File: config.mk
export PLATFORM = sky130hd
export DESIGN_NAME = parametro_editor
export DESIGN_NICKNAME = d
export VERILOG_FILES = /design/src/rtl/parametro_editor.sv
export SDC_FILE = /design/constraint.sdc
export NUM_CORES = 1
export LEC_CHECK = 0
export BUFFER_PORTS_ARGS = -buffer_cell sky130_fd_sc_hd__clkbuf_2
export CAP_MARGIN = 20
export CORE_MARGIN = 5
export CORE_UTILIZATION = 38
export CTS_CLUSTER_DIAMETER = 40
export CTS_CLUSTER_SIZE = 28
export DETAILED_ROUTE_END_ITERATION = 7
export PLACE_DENSITY = 0.6
export SYNTH_ARGS = -nofsm -noshare
export SYNTH_HDL_FRONTEND = slang
export SYNTH_SLANG_ARGS = --single-unit
File: constraint.sdc
create_clock -name clk -period 15.9 [get_ports clk]
set_input_delay 1.59 -clock clk [delete_from_list [all_inputs] [get_ports clk]]
set_output_delay 1.59 -clock clk [all_outputs]
set_load 0.005 [all_outputs]
File: src/rtl/parametro_editor.sv
// Nine-field BCD parameter editor: one-hot field selection, edge-triggered inc/dec with
// per-field wrap, calendar-aware day limits, and a req/ack commit handshake to the RTC.
module parametro_editor (
    input  logic        clk,
    input  logic        rst,
    input  logic        EN,
    input  logic [8:0]  Habilita,
    input  logic        inc,
    input  logic        dec,
    input  logic        Ld,
    input  logic [71:0] ld_data,
    input  logic        Listo_ht,
    input  logic        wr_ack,
    output logic [71:0] param_out,
    output logic        wr_req,
    output logic        commit_done
);

    typedef enum logic [1:0] {IDLE, REQ, DONE} state_t;

    state_t          state_q, state_d;
    logic [8:0][7:0] fields_q, fields_d;
    logic [8:0][7:0] ld_f;
    logic            inc_q, dec_q, listo_q;
    logic            inc_edge, dec_edge, listo_edge;
    logic            onehot;
    logic [3:0]      sel;
    logic [6:0]      dm_cur, dm_new;

    function automatic logic [6:0] bcd2bin(input logic [7:0] b);
        return 7'(b[7:4]) * 7'd10 + 7'(b[3:0]);
    endfunction

    function automatic logic [7:0] bin2bcd(input logic [6:0] v);
        logic [6:0] t, r;
        t = v / 7'd10;
        r = v % 7'd10;
        return {t[3:0], r[3:0]};
    endfunction

    function automatic logic is_bcd(input logic [7:0] b);
        return (b[7:4] <= 4'd9) && (b[3:0] <= 4'd9);
    endfunction

    function automatic logic [6:0] dmax_f(input logic [7:0] month, input logic [7:0] year);
        logic [6:0] y;
        y = bcd2bin(year);
        case (month)
            8'h02:                      return (y[1:0] == 2'd0) ? 7'd29 : 7'd28;
            8'h04, 8'h06, 8'h09, 8'h11: return 7'd30;
            default:                    return 7'd31;
        endcase
    endfunction

    function automatic logic [6:0] fmin(input logic [3:0] k);
        return (k == 4'd3 || k == 4'd4) ? 7'd1 : 7'd0;
    endfunction

    function automatic logic [6:0] fmax(input logic [3:0] k, input logic [6:0] dm);
        case (k)
            4'd2, 4'd8: return 7'd23;
            4'd3:       return dm;
            4'd4:       return 7'd12;
            4'd5:       return 7'd99;
            default:    return 7'd59;
        endcase
    endfunction

    // Day is range-checked against 31 here; the calendar clamp runs afterwards.
    function automatic logic [7:0] ld_fix(input logic [3:0] k, input logic [7:0] b);
        logic [6:0] v;
        v = bcd2bin(b);
        if (!is_bcd(b) || v < fmin(k) || v > fmax(k, 7'd31)) return bin2bcd(fmin(k));
        return b;
    endfunction

    function automatic logic [7:0] step_f(input logic [3:0] k, input logic [7:0] b,
                                          input logic up, input logic [6:0] dm);
        logic [6:0] cur, mn, mx, nv;
        cur = bcd2bin(b);
        mn  = fmin(k);
        mx  = fmax(k, dm);
        if (up) nv = (cur >= mx) ? mn : cur + 7'd1;
        else    nv = (cur <= mn) ? mx : cur - 7'd1;
        return bin2bcd(nv);
    endfunction

    assign ld_f        = ld_data;
    assign param_out   = fields_q;
    assign wr_req      = (state_q == REQ);
    assign commit_done = (state_q == DONE);
    assign inc_edge    = inc & ~inc_q;
    assign dec_edge    = dec & ~dec_q;
    assign listo_edge  = Listo_ht & ~listo_q;
    assign dm_cur      = dmax_f(fields_q[4], fields_q[5]);

    always_comb begin
        onehot = 1'b1;
        sel    = '0;
        case (Habilita)
            9'h001:  sel = 4'd0;
            9'h002:  sel = 4'd1;
            9'h004:  sel = 4'd2;
            9'h008:  sel = 4'd3;
            9'h010:  sel = 4'd4;
            9'h020:  sel = 4'd5;
            9'h040:  sel = 4'd6;
            9'h080:  sel = 4'd7;
            9'h100:  sel = 4'd8;
            default: onehot = 1'b0;
        endcase
    end

    always_comb begin
        fields_d = fields_q;
        dm_new   = dm_cur;
        if (state_q == IDLE) begin
            if (Ld) begin
                for (int unsigned k = 0; k < 9; k++)
                    fields_d[4'(k)] = ld_fix(4'(k), ld_f[4'(k)]);
            end else if (EN && onehot && (inc_edge ^ dec_edge)) begin
                fields_d[sel] = step_f(sel, fields_q[sel], inc_edge, dm_cur);
            end
            // Month/year changes (edit or load) may shrink dmax below the current day.
            dm_new = dmax_f(fields_d[4], fields_d[5]);
            if (bcd2bin(fields_d[3]) > dm_new) fields_d[3] = bin2bcd(dm_new);
        end
    end

    always_comb begin
        state_d = state_q;
        case (state_q)
            IDLE:    if (listo_edge) state_d = REQ;
            REQ:     if (wr_ack) state_d = DONE;
            DONE:    state_d = IDLE;
            default: state_d = IDLE;
        endcase
    end

    always_ff @(posedge clk) begin
        if (!rst) begin
            state_q  <= IDLE;
            fields_q <= 72'h000000_00_01_01_000000;
            inc_q    <= 1'b0;
            dec_q    <= 1'b0;
            listo_q  <= 1'b0;
        end else begin
            state_q  <= state_d;
            fields_q <= fields_d;
            inc_q    <= inc;
            dec_q    <= dec;
            listo_q  <= Listo_ht;
        end
    end

endmodule

==> impl_summary.md, run 1 <==
Drt
The overall via count from detail_route is a little over 9,000. After detailed routing, the wire length on met1 is 13,800 µm. The routed length on met2 is ~14,000 µm.

In the routed layout, each cell is associated on average with a via count of around 6.0. The initial DRC count is between 700 and 800. The count of nets left with antenna violations once routing finished came out at 0. The highest signal layer in the routed design is met4. The routed length on met3 is approximately 2200 µm. For this block, the routed nets add up to just over 30,000 µm of wire. The remaining design rule violation count is 0. For this run, the detailed router's first-pass iteration total came to 5. The average wire length per cell after detail routing is 20.2 µm.

Logic synthesis
Yosys mapped a number of flops with a built-in enable equal to 0. The number of synthesized register bits is 77. The post-synth net total is approximately 1,300. The fraction of the yosys area taken by sequential cells is 0.178. The proportion of register bits with asynchronous set or reset after synthesis is 0. Summing every instance area after synthesis gives 8670 µm². The instance count of the mapped netlist is between 1,000 and 1,500. The count of distinct cell types in the synthesized netlist is between 80 and 90. The number of warning messages in the yosys log is 0. In this run the mean area of a mapped cell was approximately 7.9 µm². The dominant register cell in the synthesized netlist is sky130_fd_sc_hd__dfxtp_1.

Clocking
The clock tree buffer depth is 2. In this run, post-CTS hold repair placed 0 buffers. Clock tree synthesis selected as its root buffer the cell sky130_fd_sc_hd__clkbuf_16. The CTS buffer count is 9. The clock tree from TritonCTS is built. In this run the number of H-tree levels came out at 3.

The clock insertion delay at the later pin of the skew report is 0.35 ns. The TritonCTS sink count is just under 80. The number of gates resized after CTS is 0.

After clock tree synthesis, the clock-pin slew on the worst setup and hold paths is approximately 0.060 ns. After clock tree synthesis, the setup repair step added 0 buffers.

Layout
The final net count is between 1,000 and 1,500. The finished cells cover ~10,000 µm². The filler cells instantiated in the layout total between 2,000 and 2,500. The repair_antennas step left the layout with diodes totalling 0. The layout overhead on the synthesized area is 15.5%. Of the cells placed in the final design, the portion with a size suffix greater than 1 is 0.197. The finished layout holds about 1,500 standard cells, fillers aside. The final core utilization is 0.444.

Critical path
The type of the setup path with the least slack is primary input to register. The critical path launch point type is a primary input. The cell depth of the worst flop-to-flop path is 41. The slowest stage cell on the critical path is sky130_fd_sc_hd__a211oi_2. The largest fanout on the critical path is 37. On the worst path, the slowest cell contributes a delay of slightly above 0.8 ns. The cell with the most instances on the worst path is sky130_fd_sc_hd__ha_1.

The worst register-to-register path ends at param_out[30]. The required time of the critical path is approximately 16 ns. The kind of cell with the highest combined delay along the critical path is compound AO/OA/AOI/OAI gates. STA puts the critical path data arrival time at 13.11 ns. The sum of buffers and inverters on the critical path is 6. The worst reg-to-reg setup slack is roughly 5.3 ns. The startpoint identified for the worst register-to-register timing path is param_out[7]. The critical path endpoint category is a register.

Pwr
The power share of the combinational group is 0.539. The cell-internal power is between 400 and 500 µW. The proportion of power drawn by the clock network is 0.217. Dividing total power by cell area gives a power density of 93.7 nW/µm². The analysis attributes to cell leakage a power of between 0.004 and 0.005 µW. The worst-case IR drop observed on VDD is about 79 µV. The power share of the sequential group is 0.244. Of the total power, the share spent switching nets is 0.483. The design draws 939 µW.

For this design the total switching power over the nets is 453 µW.

Min path
The worst hold path begins at param_out[30]. The number of cells on the worst hold path is 2. The path with the worst hold slack has its endpoint at param_out[30]. The classification of the worst-slack hold path is register to register.

STA
The clock period could shrink to between 10 and 15 ns. The final-report hold violation count is 0. Headroom to the max-slew limit came out at 0.249.

Summed over all failing endpoints, the final setup total negative slack is 0 ns. The maximum achievable frequency is roughly 0.078 GHz. Setup repair after global routing left no endpoint under its margin. Clock skew on the completed layout was measured at 0.0134 ns. For the pin with the worst max-slew slack, the measured transition is 1.13 ns. Dividing the final minimum period by the clock period gives 0.807.

Setup violations remaining at the end of the flow were counted as 0. The max-slew violation count came to 0.

Placed design
Detailed placement ended at an HPWL of around 24,000 µm. The total of buffers placed on input and output ports is 162. The cell count after placement is 1,511.

The global placer's final weighted congestion is 0.940. Summing all placed instances gives a cell area of about 9700 µm².

Floorplanning
The standard cell core area is between 20,000 and 25,000 µm². From bottom edge to top edge, the die measures ~160 µm. Pin placement for this block handled approximately 160 I/O pins. The initial utilization of the core area, before any placement, comes to 0.384.

The floorplan row count is 55. The die is approximately 160 µm wide. The full die area is ~26,000 µm².

Job
The number of violations of the max-capacitance limit is 0.

Run status
The flow ran to the end, and the final reports show no timing, DRC or antenna violations.

Global route
Across every metal layer, demand over resource in global routing totals 0.233. Entering global routing, the biggest net connects 38 pins. The number of global-route vias before repair was 8,717.

The global-route congestion overflow total is 0. The global-route wire length before repair is ~49,000 µm. The number of antenna violations at the first check in global routing came to 0.
layout by cell type (no fill, tap or decap), types with 8 or more instances in the layout:
master / instances
sky130_fd_sc_hd__mux2_2: 11
sky130_fd_sc_hd__clkbuf_16: 9
sky130_fd_sc_hd__nand2_1: 86
sky130_fd_sc_hd__inv_1: 37
sky130_fd_sc_hd__o211a_1: 8
sky130_fd_sc_hd__buf_4: 15
sky130_fd_sc_hd__xor2_1: 25
sky130_fd_sc_hd__a21oi_1: 62
sky130_fd_sc_hd__a22oi_1: 50
sky130_fd_sc_hd__nand4_1: 10
sky130_fd_sc_hd__o211ai_1: 22
sky130_fd_sc_hd__dfxtp_1: 77
sky130_fd_sc_hd__nor2_1: 121
sky130_fd_sc_hd__a21o_1: 21
sky130_fd_sc_hd__and3_1: 20
sky130_fd_sc_hd__a31oi_1: 11
sky130_fd_sc_hd__mux2i_1: 19
sky130_fd_sc_hd__and2_1: 11
sky130_fd_sc_hd__ha_1: 79
sky130_fd_sc_hd__nor3_1: 31
sky130_fd_sc_hd__fa_1: 22
sky130_fd_sc_hd__a211oi_1: 55
sky130_fd_sc_hd__o21ai_0: 69
sky130_fd_sc_hd__nand3_1: 29
sky130_fd_sc_hd__nor2b_1: 14
sky130_fd_sc_hd__clkbuf_2: 162
sky130_fd_sc_hd__xnor2_1: 20
sequential cells by signal, summed over array words and instances (netlist names):
signal	flops
state_q	2
dec_q	1
listo_q	1
param_out	72
inc_q	1
worst max path at each step:
| stage | startpoint | endpoint | slack (ns) | cells after the start |
|---|---|---|---|---|
| 2_1_floorplan | Habilita[3] | param_out[30] | 4.38 | 51 |
| 6_report | Habilita[2] | param_out[30] | 3.07 | 47 |
| 4_1_cts | Habilita[3] | param_out[30] | 3.25 | 46 |
| 3_5_place_dp | Habilita[3] | param_out[30] | 2.95 | 48 |
| 5_1_grt | Habilita[3] | param_out[28] | 2.13 | 48 |
| 3_3_place_gp | Habilita[3] | param_out[24] | 3.29 | 44 |
area by class of cell:
class                   instances  area, µm²  area share
multi-input cells             938       6770       0.676
flip-flops and latches         77       1540       0.154
repair buffers                177        923      0.0922
well taps                     285        357      0.0356
clock buffers                  10        239      0.0239
inverters                      38        143      0.0142
clock inverters                 6       45.0     0.00450
synth_stat cells, types with 14 or more instances:
library cell               count  area [µm²]
sky130_fd_sc_hd__ha_1         79         988
sky130_fd_sc_hd__a21oi_1      62         310
sky130_fd_sc_hd__nor2_1      121         454
sky130_fd_sc_hd__nand2_1      86         323
sky130_fd_sc_hd__nor2b_1      14        87.6
sky130_fd_sc_hd__o211ai_1     22         165
sky130_fd_sc_hd__xnor2_1      20         175
sky130_fd_sc_hd__nor3_1       31         155
sky130_fd_sc_hd__clkbuf_1     37         139
sky130_fd_sc_hd__a22oi_1      50         375
sky130_fd_sc_hd__inv_1        37         139
sky130_fd_sc_hd__and3_1       20         125
sky130_fd_sc_hd__fa_1         22         440
sky130_fd_sc_hd__nand3_1      29         145
sky130_fd_sc_hd__a211oi_1     55         413
sky130_fd_sc_hd__xor2_1       25         219
sky130_fd_sc_hd__a21o_1       21         158
sky130_fd_sc_hd__dfxtp_1      77        1540
sky130_fd_sc_hd__o21ai_0      69         345
sky130_fd_sc_hd__mux2i_1      19         190
power groups by stage:
stage	Sequential (µW)	Combinational [µW]	Clock, µW
floorplan	224	326	0
global placement	234	489	0
detailed placement	234	491	0
CTS	229	494	205
global route	230	549	212
finish	229	506	203
routing by layer:
layer | up-vias | GRT usage
met2 | 351 | 0.377
met4 | 0 | 0.0803
li1 | 4448 | -
met5 | - | 0
met3 | 60 | 0.0319
met1 | 4296 | 0.322
tightest hold or removal path, cell delays in order (launching register included):
cell                      delay [ns]
sky130_fd_sc_hd__dfxtp_1        0.34
sky130_fd_sc_hd__nand2_1        0.07
sky130_fd_sc_hd__a21oi_1        0.05
cell families (layout without fill, tap and decap cells):
family,Yosys count,count (layout),synth area share
adder cells (fa/ha/maj),105,105,0.169
buffers and inverters,87,231,0.0414
AND/OR/NAND/NOR,379,379,0.216
AO/OA/AOI/OAI,377,377,0.308
multiplexers,32,32,0.0414
flip-flops,77,77,0.178
XOR/XNOR,45,45,0.0455
per-stage QoR:
| step | hold slack [ns] | setup slack (ns) |
|---|---|---|
| detailed placement | 0.496 | 2.95 |
| finish | 0.508 | 3.07 |
| floorplan | 0.469 | 4.38 |
| global placement | 0.501 | 3.29 |
| global route | 0.539 | 2.13 |
| CTS | 0.505 | 3.25 |
Note: power is estimated with default switching activity, not from simulation.
==> inputs of run 2 (changes only) <==
Clock period 15.9 ns to 12.6 ns, I/O delays scaled along.
==> impl_summary.md, run 2 (same netlist as run 1, synthesis figures left out) <==
Pwr
The net switching component of the power is 596 µW (was 453 µW). The maximum ir drop on the vdd rail is 92.4 µV (was 78.8 µV). The cell-internal power is 660 µW (was 486 µW). The static leakage is 0.00436 µW (was 0.00424 µW). The power share of the sequential group was 0.231 (was 0.244). The power share of the combinational group is 0.539 (about the same). The power per cell area is 123 nW/µm² (was 93.7 nW/µm²). The fraction of power spent switching nets is 0.474 (was 0.483). The proportion of power drawn by the clock network is 0.230 (was 0.217).

Clocking
The clock transition at the registers of the reported paths came to 0.06 ns (about the same). The number of levels the H-tree was split into is 3 (unchanged). The TritonCTS sink count is 77 (unchanged). The clock tree buffer depth is 2 (unchanged). The clock tree from TritonCTS is built (unchanged). The cell at the root of the clock tree is sky130_fd_sc_hd__clkbuf_16 (unchanged). The clock insertion delay at the later pin of the skew report is 0.36 ns (was 0.35 ns). The CTS buffer count came to 9 (unchanged).

Floorplanning
The starting density of the core was 0.384 (unchanged). The chip width came to 161 µm (unchanged). The floorplan row count is 55 (unchanged).

The overall die height is 161 µm (unchanged). The standard cell core area is 22,600 µm² (unchanged). The I/O pin total came to 163 (unchanged).

The full die area came to 25,900 µm² (unchanged).

Layout
The share of layout cells above drive strength 1 is 0.208 (was 0.197). Commonest cells after routing, fill and taps aside: sky130_fd_sc_hd__clkbuf_2 (162), sky130_fd_sc_hd__nor2_1 (121), sky130_fd_sc_hd__nand2_1 (86) (unchanged). The number of fillers in the final layout is 2,328 (was 2,321). The layout overhead on the synthesized area is 17.7% (was 15.5%).

The number of antenna diodes is 0 (unchanged). The area of the multi-input gates is 6790 µm² (was 6770 µm²). The final core utilization is 0.452 (was 0.444).

The final net count was 1,447 (was 1,431). The most common library cell in the layout ignoring fill and taps is sky130_fd_sc_hd__clkbuf_2 (unchanged). The number of flip-flops under the largest register name came to 72 (unchanged). The area occupied by registers is 1540 µm² (unchanged).

Critical path
The largest stage delay on the critical path is 0.50 ns (was 0.82 ns). The cell depth of the worst flop-to-flop path is 44 (was 41). The largest fanout on the critical path was 13 (was 37). The capturing point of the worst reg2reg path is param_out[30] (unchanged). The critical path launch point type is a primary input (unchanged). The type of the setup path with the least slack is primary input to register (unchanged). The worst reg-to-reg setup slack came to 2.58 ns (was 5.27 ns).

The required time of the critical path is 12.87 ns (was 16.18 ns). The slowest stage cell on the critical path is sky130_fd_sc_hd__fa_1 (was sky130_fd_sc_hd__a211oi_2). The startpoint of the worst-slack reg-to-reg timing path was param_out[5] (was param_out[7]).

The start point of the critical path is Habilita[3] (was Habilita[2]). The termination of the worst setup path is param_out[30] (unchanged). The arrival time at the worst endpoint was 11.97 ns (was 13.11 ns). The critical path endpoint category is a register (unchanged).

Min path
The number of cells on the worst hold path came to 2 (unchanged). The hold path startpoint is state_q[0] (was param_out[30]). The classification of the worst-slack hold path was register to register (unchanged).

Placed design
The worst setup slack before clock tree synthesis was 0.203 ns (was 2.95 ns). The global placer's final weighted congestion is 0.959 (was 0.940). The total of buffers placed on input and output ports is 162 (unchanged). The HPWL reported at the end of detailed placement is 24,700 µm (was 24,300 µm).

Drt
The count of nets left with antenna violations after detail routing is 0 (unchanged). The average wire length per cell after detail routing is 20.5 µm (was 20.2 µm). The initial DRC count is 867 (was 793). The total detailed-routing wirelength is 31,700 µm (was 31,000 µm). The overall via count from detail_route is 9,255 (was 9,155). The number of vias per cell after detailed routing is 5.98 (about the same). The first-pass detailed-route iteration total is 5 (unchanged). The remaining design rule violation count is 0 (unchanged).

Global route
The global-route wire length before repair is 49,800 µm (was 48,900 µm). The number of antenna violations at the first check in global routing came to 0 (unchanged). The global-route congestion overflow total is 0 (unchanged). The pin count of the biggest net entering global routing is 47 (was 38).

The global-route usage over all layers came to 0.239 (was 0.233). The number of global-route vias before repair was 8,879 (was 8,717).

STA
The portion of the clock cycle consumed by the worst path in the final layout is 0.929. The post-layout minimum cycle time is 11.70 ns. The worst setup skew after layout came to 0.0115 ns (was 0.0134 ns). The worst-case headroom to the max-slew limit is 0.259 (was 0.249).

The final-report hold violation count came to 0 (unchanged). The setup violation total in the final timing report is 0 (unchanged). The pin slew with the least headroom to its limit came to 1.11 ns (was 1.13 ns). The final hold slack is 0.509 ns (was 0.508 ns).

The max-slew violation count is 0 (unchanged). Derived from the worst setup path, the maximum achievable clock frequency is 0.0854 GHz. The setup slack of the critical path after layout is 0.895 ns (was 3.07 ns).

Job
The number of violations of the max-capacitance limit is 0 (unchanged).

Run status
Run status: finished clean (unchanged).
==> run 2: critical path: cells and delay by family <==
| kind | cells | cell delay (ns) |
|---|---|---|
| AO/OA/AOI/OAI | 13 | 3.08 |
| XOR/XNOR | 4 | 0.92 |
| adder cells (fa/ha/maj) | 8 | 2.34 |
| buffers and inverters | 8 | 0.95 |
| multiplexers | 1 | 0.34 |
| AND/OR/NAND/NOR | 13 | 3.05 |
==> run 2: layout make-up <==
type	instances	area share
clock buffers	9	0.0221
clock inverters	7	0.00895
inverters	38	0.0140
multi-input cells	938	0.666
flip-flops and latches	77	0.151
well taps	285	0.0349
repair buffers	193	0.103
==> run 2: what timing repair did <==
item / 4_1_cts / 5_1_grt
setup endpoints to repair: 0 / 8
setup buffers: 0 / 4
hold buffers: 0 / 0
resized for setup: 0 / 4
==> run 2: per-layer routing <==
metal	vias to the layer above	GRT usage	routed length, µm
met5	-	0	0
li1	4471	-	-
met2	372	0.382	14200
met1	4346	0.327	14200
met3	66	0.0388	2190
met4	0	0.0888	1130
==> run 2: power groups by stage <==
stage          clock (µW)  combinational [µW]  sequential [µW]
3_5_place_dp            0                 645              295
2_1_floorplan           0                 411              283
4_1_cts               294                 649              290
6_report              289                 677              290
3_3_place_gp            0                 640              296
5_1_grt               305                 731              291
==> run 2: worst min-delay path by stage <==
stage	end	slack [ns]
floorplan	state_q[1]	0.47
global placement	state_q[1]	0.50
detailed placement	state_q[1]	0.50
CTS	state_q[1]	0.51
global route	param_out[18]	0.55
finish	state_q[1]	0.51
==> run 2: per-stage QoR <==
stage               TNS (ns)  cells  area [µm²]  power (µW)
detailed placement         0   1524        9800         941
floorplan                  0   1102        8670         694
global route         -0.0192   1547       10200        1330
global placement           0   1524        9800         936
CTS                        0   1540       10100        1230
finish                     0   1547       10200        1260
